[config.mk]
export PLATFORM = sky130hd
export DESIGN_NAME = jtcps2_objdma
export DESIGN_NICKNAME = d
export VERILOG_FILES = /design/src/rtl/jtcps2_obj_pkg.sv /design/src/rtl/jtcps2_objdma_edge.sv /design/src/rtl/jtcps2_objdma.sv
export SDC_FILE = /design/constraint.sdc
export NUM_CORES = 1
export LEC_CHECK = 0
export CAP_MARGIN = 20
export CORE_UTILIZATION = 25
export DETAILED_ROUTE_END_ITERATION = 16
export PLACE_DENSITY = 0.63
export SYNTH_ARGS = -nofsm -noshare
export SYNTH_HDL_FRONTEND = slang
export SYNTH_SLANG_ARGS = --single-unit
export TNS_END_PERCENT = 100
[constraint.sdc]
create_clock -name clk -period 1.7 [get_ports clk]
set_input_delay 0.17 -clock clk [delete_from_list [all_inputs] [get_ports clk]]
set_output_delay 0.17 -clock clk [all_outputs]
set_load 0.03 [all_outputs]
[src/rtl/jtcps2_obj_pkg.sv]
// Shared types and constants for the CPS2 object-table DMA.
// State encoding and end-of-list marker position live here.
package jtcps2_obj_pkg;

  typedef enum logic [2:0] {
    StIdle = 3'd0,
    StReq  = 3'd1,
    StRd   = 3'd2,
    StWr   = 3'd3,
    StRel  = 3'd4
  } dma_st_e;

  localparam int unsigned CntW       = 11;
  localparam logic [1:0]  EndWordIdx = 2'd1;
  localparam int unsigned EndBit     = 15;

  // End-of-list: the second word of an object entry carries bit 15 set.
  function automatic logic is_end_marker(input logic [CntW-1:0] cnt, input logic [15:0] word);
    return (cnt[1:0] == EndWordIdx) && word[EndBit];
  endfunction

endpackage

[src/rtl/jtcps2_objdma_edge.sv]
// Falling-edge detector for the active-low vertical blank signal.
module jtcps2_objdma_edge (
  input  logic clk,
  input  logic rstn,
  input  logic lvbl,
  output logic fall
);

  logic lvbl_q;

  // Resetting the history low keeps a held-low LVBL from looking like an edge.
  always_ff @(posedge clk or negedge rstn) begin
    if (!rstn) begin
      lvbl_q <= 1'b0;
    end else begin
      lvbl_q <= lvbl;
    end
  end

  assign fall = lvbl_q & ~lvbl;

endmodule

[src/rtl/jtcps2_objdma.sv]
// Copies the object table from shared RAM into the line-engine buffer once per frame.
// Optional JTCPS2_OBJEND_EN: stop early at the end-of-list marker word.
module jtcps2_objdma
  import jtcps2_obj_pkg::*;
#(
  parameter int unsigned WORDS = 1024
) (
  input  logic        clk,
  input  logic        rstn,
  input  logic        LVBL,
  input  logic        obank,
  input  logic [15:0] oram_base,
  output logic        busreq,
  input  logic        busack,
  output logic [16:0] ram_addr,
  output logic        ram_cs,
  input  logic [15:0] ram_data,
  input  logic        ram_ok,
  output logic [11:0] buf_addr,
  output logic [15:0] buf_data,
  output logic        buf_we,
  output logic        disp_page,
  output logic        busy,
  output logic        done,
  output logic        overrun
);

`ifdef JTCPS2_OBJEND_EN
  localparam logic ObjEndEn = 1'b1;
`else
  localparam logic ObjEndEn = 1'b0;
`endif

  localparam logic [11:0] WordsLim = 12'(WORDS);

  dma_st_e         st;
  logic [CntW-1:0] cnt;
  logic [15:0]     word;
  logic            page;
  logic            cs_q;
  logic            fall;
  logic [11:0]     cnt_nx;
  logic            end_mark;
  logic            last_word;
  logic            unused_base;

  jtcps2_objdma_edge u_edge (
    .clk  (clk),
    .rstn (rstn),
    .lvbl (LVBL),
    .fall (fall)
  );

  assign cnt_nx    = {1'b0, cnt} + 12'd1;
  assign end_mark  = ObjEndEn & is_end_marker(cnt, word);
  assign last_word = end_mark | (cnt_nx >= WordsLim);

  // Losing the bus must cut the RAM access in the same cycle, not one later.
  assign ram_cs    = cs_q & busack;
  assign ram_addr  = {oram_base[8], obank, 4'd0, cnt};
  assign buf_addr  = {page, cnt};
  assign buf_data  = word;
  assign disp_page = ~page;
  assign busy      = (st != StIdle);

  assign unused_base = ^{oram_base[15:9], oram_base[7:0]};

  always_ff @(posedge clk or negedge rstn) begin
    if (!rstn) begin
      st      <= StIdle;
      busreq  <= 1'b0;
      cs_q    <= 1'b0;
      buf_we  <= 1'b0;
      done    <= 1'b0;
      overrun <= 1'b0;
      cnt     <= '0;
      word    <= '0;
      page    <= 1'b0;
    end else begin
      buf_we  <= 1'b0;
      done    <= 1'b0;
      overrun <= fall && (st != StIdle);
      case (st)
        StIdle: begin
          if (fall) begin
            busreq <= 1'b1;
            cnt    <= '0;
            st     <= StReq;
          end
        end
        StReq: begin
          if (busack) begin
            cs_q <= 1'b1;
            st   <= StRd;
          end
        end
        StRd: begin
          if (!busack) begin
            cs_q <= 1'b0;
            st   <= StReq;
          end else if (ram_ok) begin
            word   <= ram_data;
            cs_q   <= 1'b0;
            buf_we <= 1'b1;
            st     <= StWr;
          end
        end
        StWr: begin
          // The buffer write is local, so it completes even if the bus is lost here.
          cnt <= cnt + 1'b1;
          if (last_word) begin
            busreq <= 1'b0;
            st     <= StRel;
          end else if (!busack) begin
            st <= StReq;
          end else begin
            cs_q <= 1'b1;
            st   <= StRd;
          end
        end
        StRel: begin
          if (!busack) begin
            page <= ~page;
            done <= 1'b1;
            st   <= StIdle;
          end
        end
        default: st <= StIdle;
      endcase
    end
  end

endmodule

==> impl_results.md, run 1 <==
* Status: finished clean
* Library cells used by synthesis at 38
* Sinks on Clock Net at 37
* Total gr overflow at 0
* GPL Wtd Cong at 0.778
* Yosys reg bits at 37
* Post-DP HPWL at about 2700 µm
* Vias at around 1.3k
* Final Hold Fails at 0
* Complex-gate fraction of the synthesized area at a little under a tenth
* Ranking of synthesized cells by area: dfrtp_1 52%, mux2_1 10%, buf_4 8.1%, nand2_1 3.0%, buf_6 1.9%
* Final net count at roughly 260
* Site row count at 30
* Cell Area, Synth at roughly 1800 µm²
* Setup TNS Final at 0 ns
* Sequential share of the synthesized area at 52.3%
* Main combinational cell family by area after synthesis: simple AND/OR/NAND/NOR gates
* Vias per cell at between 4 and 5
* Final Power at 4.49 mW
* Crit end category: output port
* Syn Area/Cell at 11.8 µm²
* Num CTS Buffers at 5
* Unrepaired setup endpoints after global routing: false
* Reg2reg setup slack at 0.14 ns
* Final worst-path cycle share at a little over nine tenths
* Max IR drop VDD at ~560 µV
* CORE AREA at roughly 7000 µm²
* Initial antenna violation count at 0
* Initial DRC Count at 53
* Clk Latency, worst-skew pair at ~0.29 ns
* Crit-path slowest cell: clkdlybuf4s50_1
* FMAX at 611 MHz
* Post-Synth Simple-Gate Area at between 10 and 15%
* First-pass GRT wire length at 6360 µm
* Synth Area in Adders at less than 1%
* Pin count of the biggest net entering global routing at 38
* Post-synth top area share at between 50 and 60%
* CP peak stage delay at approximately 0.67 ns
* Setup Skew at ~0.01 ns
* Max H-tree Level at 2
* Critical path launch point type: flip-flop
* Leak pwr at between 1 and 1.5 nW
* PwrDens at roughly 1700 nW/µm²
* Gr usage total at a little over a tenth
* DRC Markers at 0
* Die Area at about 7400 µm²
* Critical Path RT at 1.53 ns
* Post-synth top area cell: dfrtp_1
* Post-DR wirelength/cell at roughly 12 µm
* IO buf count at 66
* WS Path Type: flip-flop to output port
* Post-synth ARST share at between 90% and 100%
* Design Area, Final at about 2700 µm²
* Tightest Hold Check Type: input pin to flip-flop
* Main synth FF type: dfrtp_1
* Ports at 90
* Clock Path Buffers at 2
* Min Clock Period, post-route at roughly 1.6 ns
* Width of the die at around 86 µm
* CTS tree: yes
* Post-route ant nets at 0
* Multiplexer share of the synthesized area at 11.9%
* Hold_ws at around 0.33 ns
* Clk slew on worst S/H paths at 0.08 ns
* Root buffer cell: clkbuf_8
* CP Cell Sequence: buf_4 > clkdlybuf4s50_1
* First-pass DRT Iterations at 4
* Gate count of the mapped netlist at 150
* Vias in the first global route at roughly 1.3k
* Finished Core Util at just under 40%
* Max_cap viols at 0
* XOR/XNOR Fraction of Synth Area at less than 1%
* Routed WL at approximately 3700 µm
* # setup viols final at 0
* Initial Util at 25.9%
* Layout cells sized above 1 at between 15 and 20%
* EDFF count, synth at 0
* CP max FO at 5
* Area after DPL at approximately 2500 µm²
* Slew Limit Fails at 0
* Synth Warn # at 0
* Crit path buffers/inverters at 2
* Y dimension of the die at between 80 and 90 µm
* Area grow syn2layout at 49.8%
* Crit path DAT at approximately 1.5 ns
* Crit path max-delay family: buffers and inverters
* Antenna diodes at 0
## cell type report
type / instances / area, µm²
clock inverter: 3 / 65.1
tap: 96 / 120
sequential: 37 / 933
fill: 708 / 4180
inverter: 1 / 3.75
clock buffer: 5 / 68.8
timing repair buffer: 82 / 796
multi-input combinational: 91 / 666
## where the power goes
part	switching, mW	total [mW]	leakage, nW	internal [mW]
Combinational	1.25	2.22	0.617	0.971
Clock	0.320	0.903	0.0681	0.583
Sequential	0.174	1.36	0.458	1.19
## per-layer routing
metal / track usage [%] / wire length (µm) / up-vias
li1: - / - / 636
met1: 14.2 / 1700 / 628
met2: 17.8 / 1780 / 51
met3: 2.98 / 221 / 3
met4: 3.64 / 23 / 0
met5: 0 / 0 / -
## stage by stage
stage,worst slack (ns),cells
floorplan,0.0259,153
global placement,0.0000481,306
detailed placement,-0.0263,306
CTS,0.0159,315
global route,0.00134,315
finish,0.0623,315
## cells by family (layout without fill, tap and decap cells)
logic type               count (synthesis)  after routing
adder cells (fa/ha/maj)                  1              1
AO/OA/AOI/OAI                           23             23
flip-flops                              37             37
multiplexers                            19             19
buffers and inverters                   25             91
AND/OR/NAND/NOR                         43             43
other                                    1              4
XOR/XNOR                                 1              1
## cell usage in the layout, fill, tap and decap left out, types with 4 or more instances in the layout
cell type / Yosys / routed
o21ai_0: 4 / 4
clkbuf_8: 0 / 5
conb_1: 1 / 4
nand2_1: 14 / 14
nor2b_1: 5 / 5
nand3_1: 6 / 6
buf_4: 19 / 15
dfrtp_2: 0 / 6
clkdlybuf4s50_1: 0 / 60
mux2_1: 16 / 16
dfrtp_1: 37 / 31
## final timing paths
path | from | endpoint | cells after the start
worst min register to register | buf_data[5] | buf_data[5] | 1
worst max-delay path | cnt[1] | buf_addr[1] | 2
min in group asynchronous | rstn | cnt[8] | 3
worst max register to register | cnt[6] | st[2] | 4
worst min-delay path | LVBL | u_edge.lvbl_q | 1
max in group asynchronous | rstn | cnt[4] | 3
## Yosys cell counts, types with 2 or more instances
cell type / instances
a31oi_1: 3
nand2b_1: 3
o21ai_1: 3
o21ai_0: 4
dfrtp_1: 37
nand2_1: 14
nand3_1: 6
buf_2: 2
nor2_1: 3
a21oi_1: 3
mux2i_1: 2
o211ai_1: 2
o31ai_1: 3
mux2_1: 16
buf_4: 19
nor2b_1: 5
buf_6: 3
and2_1: 2
## registers in the layout, summed over array words and instances, names as in the netlist
name           cells
buf_data          16
cnt               11
st                 3
buf_we             1
busreq             1
cs_q               1
done               1
overrun            1
page               1
u_edge.lvbl_q      1
## what timing repair did
action                                  CTS  global route
hold buffers                              1             0
buffers inserted                          0             0
endpoints found under the setup margin    1             4
pin swaps                                 0             0
endpoints found under the hold margin    37             0
resized for setup                         1             4
Note: power is estimated with default switching activity, not from simulation.
==> inputs of run 2 (changes only) <==
--- a/config.mk
+++ b/config.mk
@@ -6,9 +6,10 @@
 export NUM_CORES = 1
 export LEC_CHECK = 0
 export CAP_MARGIN = 20
+export CORE_MARGIN = 5
 export CORE_UTILIZATION = 25
 export DETAILED_ROUTE_END_ITERATION = 16
-export PLACE_DENSITY = 0.63
+export PLACE_DENSITY = 0.65
 export SYNTH_ARGS = -nofsm -noshare
 export SYNTH_HDL_FRONTEND = slang
 export SYNTH_SLANG_ARGS = --single-unit
==> constraint.sdc (replaced) <==
create_clock -name clk -period 1.34 [get_ports clk]
set_input_delay 0.134 -clock clk [delete_from_list [all_inputs] [get_ports clk]]
set_output_delay 0.134 -clock clk [all_outputs]
set_load 0.03 [all_outputs]
==> run 2 against run 1 <==
  * The run now ends with setup timing left
  * Sequential share of layout area is 2.2 points lower
  * Clock power rose by 4.5%
  * Combinational power grew 37%
  * Critical path type unchanged
  * Highest routed layer unchanged
==> impl_results.md, run 2 (same netlist as run 1, synthesis figures left out) <==
* Status: finished, violations left (was finished clean)
* Violated checks: setup timing
* Sinks on Clock Net at 37 (unchanged)
* DRC Markers at 0 (unchanged)
* Num CTS Buffers at 5 (unchanged)
* Comb power frac at 53.1% (was 49.5%)
* Hold EP: ram_addr[15] (was u_edge.lvbl_q)
* Crit end category: output port (unchanged)
* Total gr overflow at 0 (unchanged)
* Commonest non-fill, non-tap cells in the layout: 31 x buf_4, 29 x dfrtp_1, 23 x dlygate4sd2_1, 19 x clkdlybuf4s50_1, 15 x mux2_4 (was 60 x clkdlybuf4s50_1, 31 x dfrtp_1, 16 x mux2_1, 15 x buf_4, 14 x nand2_1)
* Critical Path RT at 1.21 ns (was 1.53 ns)
* IO buf count at 66 (unchanged)
* Clk slew on worst S/H paths at 0.07 ns (was 0.08 ns)
* First-pass DRT Iterations at 4 (unchanged)
* Vias at 1,392 (was 1,318)
* Y dimension of the die at 94.2 µm (was 86.2 µm)
* Layout cells sized above 1 at 45.1% (was 18.3%)
* CORE AREA at 6830 µm² (unchanged)
* Final net count at 271 (was 257)
* GPL Wtd Cong at 0.793 (was 0.778)
* Initial Util at 25.9% (unchanged)
* CP max FO at 4 (was 5)
* Final Hold Fails at 0 (unchanged)
* Largest register FFs at 16 (unchanged)
* Most common cell after layout, fill and taps aside: buf_4 (was clkdlybuf4s50_1)
* Crit path DAT at 1.35 ns (was 1.47 ns)
* Slew Limit Fails at 0 (unchanged)
* FMAX at between 600 and 700 MHz
* WS Path Type: flip-flop to output port (unchanged)
* Post-route setup slack at -0.146 ns (was 0.0623 ns)
* Routed WL at 4310 µm (was 3720 µm)
* Clk Latency, worst-skew pair at 0.29 ns (about the same)
* Final worst-path cycle share at 111%
* Hold path start: obank (was LVBL)
* FF-to-FF End: st[2] (unchanged)
* Max H-tree Level at 2 (unchanged)
* Hold depth at 0 (was 1)
* Post-DP HPWL at 3040 µm (was 2700 µm)
* Unrepaired setup endpoints after global routing: true (was false)
* Min Clock Period, post-route at roughly 1.5 ns
* First-pass GRT wire length at 7010 µm (was 6360 µm)
* Gr usage total at 10.1% (was 11.0%)
* Width of the die at 94.2 µm (was 86.2 µm)
* R2r startpoint: cnt[1] (was cnt[6])
* Sw power at 2.36 mW (was 1.75 mW)
* Sequential cell fraction of total power at 30.4% (was 30.3%)
* CP startpoint: st[0] (was cnt[1])
* Antenna diodes at 0 (unchanged)
* Ports at 90 (unchanged)
* Sw frac at 41.1% (was 38.9%)
* Finished Core Util at 41.5% (was 38.8%)
* Max_cap viols at 0 (unchanged)
* Hold_ws at 0.268 ns (was 0.330 ns)
* Critical path launch point type: flip-flop (unchanged)
* Initial DRC Count at 28 (was 53)
* Internal power at 3.38 mW (was 2.74 mW)
* Clock Path Buffers at 2 (unchanged)
* Post-DR wirelength/cell at 13.1 µm (was 11.8 µm)
* Cells on worst reg2reg path at 5 (was 4)
* Area grow syn2layout at 60.2% (was 49.8%)
* Reg2reg setup slack at -0.12 ns (was 0.14 ns)
* # setup viols final at 32 (was 0)
* Site row count at 30 (unchanged)
* Die Area at 8870 µm² (was 7420 µm²)
* Tightest Hold Check Type: input pin to output port (was input pin to flip-flop)
* Post-route ant nets at 0 (unchanged)
* Leak pwr at 1.32 nW (was 1.14 nW)
* Max IR drop VDD at 864 µV (was 564 µV)
* Root buffer cell: clkbuf_8 (unchanged)
* Clk pwr share at 16.5% (was 20.1%)
* PwrDens at 2020 nW/µm² (was 1690 nW/µm²)
* Setup Skew at 0.00976 ns (was 0.00993 ns)
* Pin count of the biggest net entering global routing at 38 (unchanged)
* CTS tree: yes (unchanged)
* Initial antenna violation count at 0 (unchanged)
* Vias in the first global route at 1,430 (was 1,341)
* Setup TNS Final at -2.73 ns (was 0 ns)
* Vias per cell at 4.23 (was 4.18)
[run 2: worst max-delay path, cell delays in order (launching register included)]
cell and delay, ns:
dfrtp_1 0.41, or3_4 0.40, buf_6 0.14, buf_6 0.13
[run 2: area by class of cell]
cell class                      instances  area, µm²
Sequential cell                        37        936
Clock inverter                          2       35.0
Fill cell                             680       4000
Inverter                                1       3.75
Tap cell                               96        120
Multi-Input combinational cell         92        836
Timing Repair Buffer                   95        833
Clock buffer                            6       72.6
[run 2: per-stage QoR]
stage,power (mW),cell area [µm²],std cells,worst slack [ns]
6_report,5.73,2840,329,-0.146
5_1_grt,6.07,2840,329,-0.202
4_1_cts,5.74,2830,329,-0.152
3_5_place_dp,4.85,2630,317,-0.367
3_3_place_gp,4.82,2630,317,-0.332
2_1_floorplan,3.70,1870,153,-0.280
[run 2: worst max-delay path by stage]
| stage | end | slack, ns |
|---|---|---|
| after detailed placement | buf_data[1] | -0.37 |
| after CTS | busy | -0.15 |
| after global placement | buf_data[1] | -0.33 |
| final | busy | -0.15 |
| after floorplan | st[2] | -0.28 |
| after global routing | busy | -0.20 |
[run 2: metal layers]
layer  share of wire, %  vias to the layer above  track usage, %
li1                   -                      673               -
met1                 46                      674            13.4
met2                 47                       43            15.3
met3                7.1                        2            3.29
met4               0.53                        0            3.37
met5                  0                        -               0
[run 2: what timing repair did]
item | in CTS | in global routing
cloned | 1 | 0
setup endpoints to repair | 71 | 41
pin swaps | 19 | 5
resized for setup | 79 | 21
hold endpoints to repair | 37 | 0
hold buffers | 1 | 0
buffers inserted | 2 | 0
[run 2: power by group through the flow]
stage | clock network, mW | registers [mW] | logic [mW]
after global placement | 0 | 1.76 | 3.05
final | 0.944 | 1.74 | 3.05
after global routing | 1.03 | 1.80 | 3.24
after floorplan | 0 | 2.48 | 1.22
after CTS | 0.982 | 1.73 | 3.02
after detailed placement | 0 | 1.76 | 3.09
==> inputs of run 3 (changes only) <==
--- a/config.mk
+++ b/config.mk
@@ -5,10 +5,12 @@
 export SDC_FILE = /design/constraint.sdc
 export NUM_CORES = 1
 export LEC_CHECK = 0
+export ABC_CLOCK_PERIOD_IN_PS = 1340
 export CAP_MARGIN = 20
 export CORE_MARGIN = 5
 export CORE_UTILIZATION = 25
 export DETAILED_ROUTE_END_ITERATION = 16
+export HOLD_SLACK_MARGIN = 0.12
 export PLACE_DENSITY = 0.65
 export SYNTH_ARGS = -nofsm -noshare
 export SYNTH_HDL_FRONTEND = slang
==> results of run 3 <==
The final DEF is identical to that of run 2; final timing and power are the same.
==> variant 1, RTL diff (config.mk and constraints of run 2) <==
Build with the macro `JTCPS2_OBJEND_EN` defined.
--- a/src/rtl/jtcps2_objdma.sv
+++ b/src/rtl/jtcps2_objdma.sv
@@ -2,2 +2,4 @@
 // Optional JTCPS2_OBJEND_EN: stop early at the end-of-list marker word.
+`define JTCPS2_OBJEND_EN
+
 module jtcps2_objdma
Behaviour: not the same (a bounded check fails within 10 cycles, from zero or initial values and one cycle with rstn low).
==> variant 1 against run 2 <==
- the run still ends with negative setup slack left
- final area grew 8.6%
- power grew 7.9%
- area after synthesis grew 5.7%
- synthesized cell count grew 10%
- sequential cell count is the same
- setup slack lost 0.13 ns
- routed wire length grew 11%
- critical path depth grew 1
- critical endpoint is now cnt[8]
==> variant 1: results (changes against run 2) <==
| Metric | Value |
|---|---|
| WL met3 | `439 microns (+44%)` |
| Synth Area in Compound Gates | `10.6% (+1.5 points)` |
| Post-route setup slack | `-0.275 ns (-0.129 ns)` |
| M1 GR Usage | `12.5% (-0.84 points)` |
| Via count | `1557 (+12%)` |
| DP HPWL | `3560 microns (+17%)` |
| Post-CTS Setup Inserts | `6 (+4)` |
| Crit-path max FO | `5 (+1)` |
| Post-cts resize count | `66 (-16%)` |
| Synth cell count leaders | `dfrtp_1, buf_4, mux2_2` |
| M2 GR Usage | `18.1% (+2.8 points)` |
| PwrDens | `2010 mW/mm^2 (-0.64%)` |
| Failing checks | `negative setup slack` |
| Dpl ws | `-0.413 ns (-0.0461 ns)` |
| Vias in the first global route | `1662 (+16%)` |
| Worst Hold Class | `in -> async` |
| Total negative slack | `-4.51 ns (-1.78 ns)` |
| Final setup viols | `33 (+3.1%)` |
| Outcome | `finished with violations` |
| Placed cell area | `0.00281 sq mm (+6.8%)` |
| Met2 wire length | `2330 microns (+16%)` |
| Final #Nets | `301 (+11%)` |
| CP max stage cell | `or4b_4` |
| Global-route met3 utilization | `4.88% (+1.6 points)` |
| Reg power frac | `28.4% (-2.0 points)` |
| Adder-cell share of the synthesized area | `1.34% (+0.63 points)` |
| CP max stage delay | `0.57 ns (+0.16 ns)` |
| Largest net degree at the start of global routing | `35 (-7.9%)` |
| Synth area leaders | `dfrtp_1, mux2_2, buf_4` |
variant 1: cell count changes after synthesis, sizes merged, moves of 3 or more:
| cell | before | now |
|---|---|---|
| nor2b | 5 | 1 |
| inv | 1 | 5 |
| a21oi | 3 | 7 |
| mux2i | 2 | 5 |
| nor4 | 0 | 3 |
| nor2 | 3 | 7 |
| clkbuf | 0 | 3 |
variant 1: worst min path at each step:
stage	cells past startpoint	startpoint	to	slack (ns)
finish	2	rstn	overrun	0.21
global route	2	rstn	overrun	0.21
CTS	2	rstn	overrun	0.20
detailed placement	1	rstn	overrun	-0.04
global placement	1	rstn	st[0]	-0.04
floorplan	0	rstn	buf_data[0]	-0.16
variant 1: final cells by class:
class / count / share of cell area, %
clock buffers: 7 / 2.80
clock inverters: 1 / 0.975
inverters: 5 / 0.610
multi-input cells: 100 / 28.8
flip-flops and latches: 37 / 30.4
well taps: 99 / 4.02
repair buffers: 112 / 32.3
variant 1: power by group through the flow:
stage / Combinational, W / Clock (W) / Sequential, W
2_1_floorplan: 0.00132 / 0 / 0.00247
3_3_place_gp: 0.00331 / 0 / 0.00180
3_5_place_dp: 0.00334 / 0 / 0.00182
4_1_cts: 0.00339 / 0.00104 / 0.00177
5_1_grt: 0.00369 / 0.00110 / 0.00181
6_report: 0.00343 / 0.000996 / 0.00176
variant 1: kinds of logic after synthesis:
logic type | Yosys count
AOI/OAI and AO/OA | 28
other | 1
xor gates and xnor gates | 1
DFF | 37
buffers and inverters | 31
muxes | 21
and+or+nand+nor | 44
adders and majority gates | 2
variant 1: worst register-to-register path, stage by stage (launching register included):
cell	delay, ns
dfrtp_1	0.41
or4b_4	0.57
or2_4	0.32
o311ai_2	0.08
o41ai_1	0.12
==> variant 2, RTL diff (flow settings as in run 2) <==
Without the edit above. The 5 values of `dma_st_e` get a one-hot encoding in 5 bits.
--- a/src/rtl/jtcps2_obj_pkg.sv
+++ b/src/rtl/jtcps2_obj_pkg.sv
@@ -4,8 +4,8 @@
 
-  typedef enum logic [2:0] {
-    StIdle = 3'd0,
-    StReq  = 3'd1,
-    StRd   = 3'd2,
-    StWr   = 3'd3,
-    StRel  = 3'd4
+  typedef enum logic [4:0] {
+    StIdle = 5'b00001,
+    StReq  = 5'b00010,
+    StRd   = 5'b00100,
+    StWr   = 5'b01000,
+    StRel  = 5'b10000
   } dma_st_e;
Check against the original RTL: no difference found for any inputs over 10 cycles, from zero or initial values and one cycle with rstn low; not proved beyond that.
==> variant 2 against run 2 <==
- the run still ends with negative setup slack left
- setup slack lost 0.20 ns
- synthesized cell count increased by 18%
- non-clock buffer count up 15
- final area increased by 8.8%
- area after synthesis increased by 6.2%
- sequential cell count rose by 2
- routed wire length rose by 18%
- global-route usage is 1.1 points higher
- register-to-register slack lost 0.22 ns
Power is not compared: it rests on default switching activity, and its combinational part moved more than twofold at a synthesized area within 25%.
==> variant 2: results (changes against run 2) <==
| Metric | Value |
|---|---|
| Outcome | `finished with violations` |
| Failing checks | `negative setup slack` |
| FFs w/ async S/R, synth | `100% (unchanged)` |
| CP max stage delay | `0.41 ns (about the same)` |
| Drt wl/cell | `13.6 microns (+3.8%)` |
| Worst EP arrival | `1.89 ns (+0.54 ns)` |
| Vias in the first global route | `1650 (+15%)` |
| Placed cell area | `0.00287 sq mm (+9.3%)` |
| Reg-to-Reg Start | `st[2]` |
| Worst VDD drop | `roughly 0.00046 V` |
| P_leak | `~1.5 nW` |
| H-tree levels | `2 (unchanged)` |
| Worst Hold Depth | `0 (unchanged)` |
| Detail-routed via count per cell | `4.27 (+1.0%)` |
| Dpl ws | `-0.388 ns (-0.0211 ns)` |
| Clock Pin Slew Worst Setup and Hold Paths | `about 0.080 ns` |
| Routability Congestion | `0.750 (-5.4%)` |
| Crit-path max FO | `3 (-1)` |
| Placed Instances | `359 (+13%)` |
| Reg2reg path depth | `5 (unchanged)` |
| Total track usage | `11.2% (+1.1 points)` |
| Max FFs per register | `16 (unchanged)` |
| Share of cells above drive strength 1 | `46.7% (+1.7 points)` |
| Critical R2R Capture | `st[2]` |
| Post-route setup slack | `-0.341 ns (-0.195 ns)` |
| Clock root buffer | `clkbuf_8` |
| Number of buffers added on ports | `66 (unchanged)` |
| Pre-antenna DRT Iters | `4 (unchanged)` |
| DP HPWL | `3790 microns (+25%)` |
| Initial antenna violation count | `0 (unchanged)` |
| Final setup viols | `34 (+6.3%)` |
| Post-Route WL | `5100 microns (+18%)` |
| Worst Hold Path EP | `ram_addr[15]` |
| Final #Nets | `314 (+16%)` |
| First-pass GRT wire length | `8500 microns (+21%)` |
| Register area share after synthesis | `52.0% (-0.33 points)` |
| Mean Syn Cell Area | `10.6 sq um (-10%)` |
| Largest net degree at the start of global routing | `25 (-34%)` |
| Cell family with most CP delay | `simple AND/OR/NAND/NOR gates` |
| Hold path startpoint | `obank` |
| Yosys warns | `0 (unchanged)` |
| Synth area leaders | `dfrtp_1, mux2_1, buf_4` |
| Filler cells | `723 (+6.3%)` |
| Clock Skew | `0.00768 ns (-0.00208 ns)` |
| Clock Path Buffers | `2 (unchanged)` |
| Num CTS Buffers | `5 (unchanged)` |
| Synth cell count leaders | `dfrtp_1, nor2_1, buf_4` |
| # diodes | `0 (unchanged)` |
| Starting DRT DRC Count | `79 (+180%)` |
| Unique masters post-synth | `33 (-13%)` |
| Clk_lat worst skew | `0.29 ns (about the same)` |
| Worst Hold Class | `in -> out` |
| CP max stage cell | `or3b_4` |
[variant 2: cell types whose count changed in the layout (fill, tap and decap cells not counted), moves of 4 or more]
| cell | run 2 | this run |
|---|---|---|
| nor2_1 | 3 | 15 |
| clkbuf_2 | 3 | 14 |
| o21ai_1 | 1 | 10 |
| buf_4 | 31 | 36 |
| clkdlybuf4s15_2 | 7 | 2 |
| dfrtp_2 | 8 | 12 |
| nand3_1 | 1 | 5 |
| nor2_2 | 0 | 4 |
[variant 2: metrics by stage]
step,hold slack [ns],power (W),TNS (ns),utilization [%]
CTS,0.268,0.00369,-9.04,43.0
global placement,0.0874,0.00279,-9.16,39.4
floorplan,-0.162,0.00217,-5.04,-
finish,0.268,0.00372,-6.84,42.3
detailed placement,0.0833,0.00281,-9.55,39.4
global route,0.268,0.00391,-8.52,42.3
[variant 2: worst max-delay path by stage]
stage	depth (start not counted)	endpoint	from	slack (ns)
floorplan	5	cs_q	st[2]	-0.25
global placement	5	st[2]	st[2]	-0.35
detailed placement	4	busy	st[2]	-0.39
CTS	5	st[2]	st[2]	-0.35
global route	5	st[2]	st[2]	-0.41
finish	5	st[2]	st[2]	-0.34
[variant 2: layout make-up]
type / count / area (sq um) / share of cell area (%)
clock buffers: 6 / 72.6 / 2.35
flip-flops and latches: 39 / 992 / 32.1
clock inverters: 2 / 12.5 / 0.405
multi-input cells: 116 / 935 / 30.3
inverters: 3 / 11.3 / 0.365
repair buffers: 110 / 940 / 30.4
well taps: 99 / 124 / 4.01
[variant 2: timing repair]
action	4_1_cts	5_1_grt
gates resized for setup	97	47
hold buffers	1	0
gates cloned	2	0
pin swaps	10	11
endpoints found under the setup margin	78	50
setup buffers	7	3
endpoints found under the hold margin	14	0
[variant 2: where the power goes]
part | total (W) | switching [W] | internal, W | leakage (nW)
sequential | 0.00145 | 0.000103 | 0.00135 | 0.506
clock | 0.000769 | 0.000405 | 0.000364 | 0.0412
combinational | 0.00150 | 0.000770 | 0.000729 | 0.995
total | 0.00372 | 0.00128 | 0.00244 | 1.54
[variant 2: logic make-up (layout without fill, tap and decap cells)]
| group | count (synthesis) | after routing | share of synthesized area, % |
|---|---|---|---|
| other | 1 | 4 | 0.199 |
| buffers and inverters | 25 | 121 | 9.05 |
| adder cells (fa/ha/maj) | 1 | 1 | 0.665 |
| XOR/XNOR | 5 | 5 | 2.33 |
| flip-flops | 39 | 39 | 52.0 |
| AND/OR/NAND/NOR | 69 | 69 | 19.0 |
| multiplexers | 18 | 18 | 10.6 |
| AO/OA/AOI/OAI | 19 | 19 | 6.12 |
[variant 2: layer usage]
metal,routed length [microns],vias up,track usage [%]
met1,2160,771,13.0
met3,265,7,3.24
met5,0,-,0
met2,2580,43,19.2
met4,93,0,4.54
li1,-,782,-
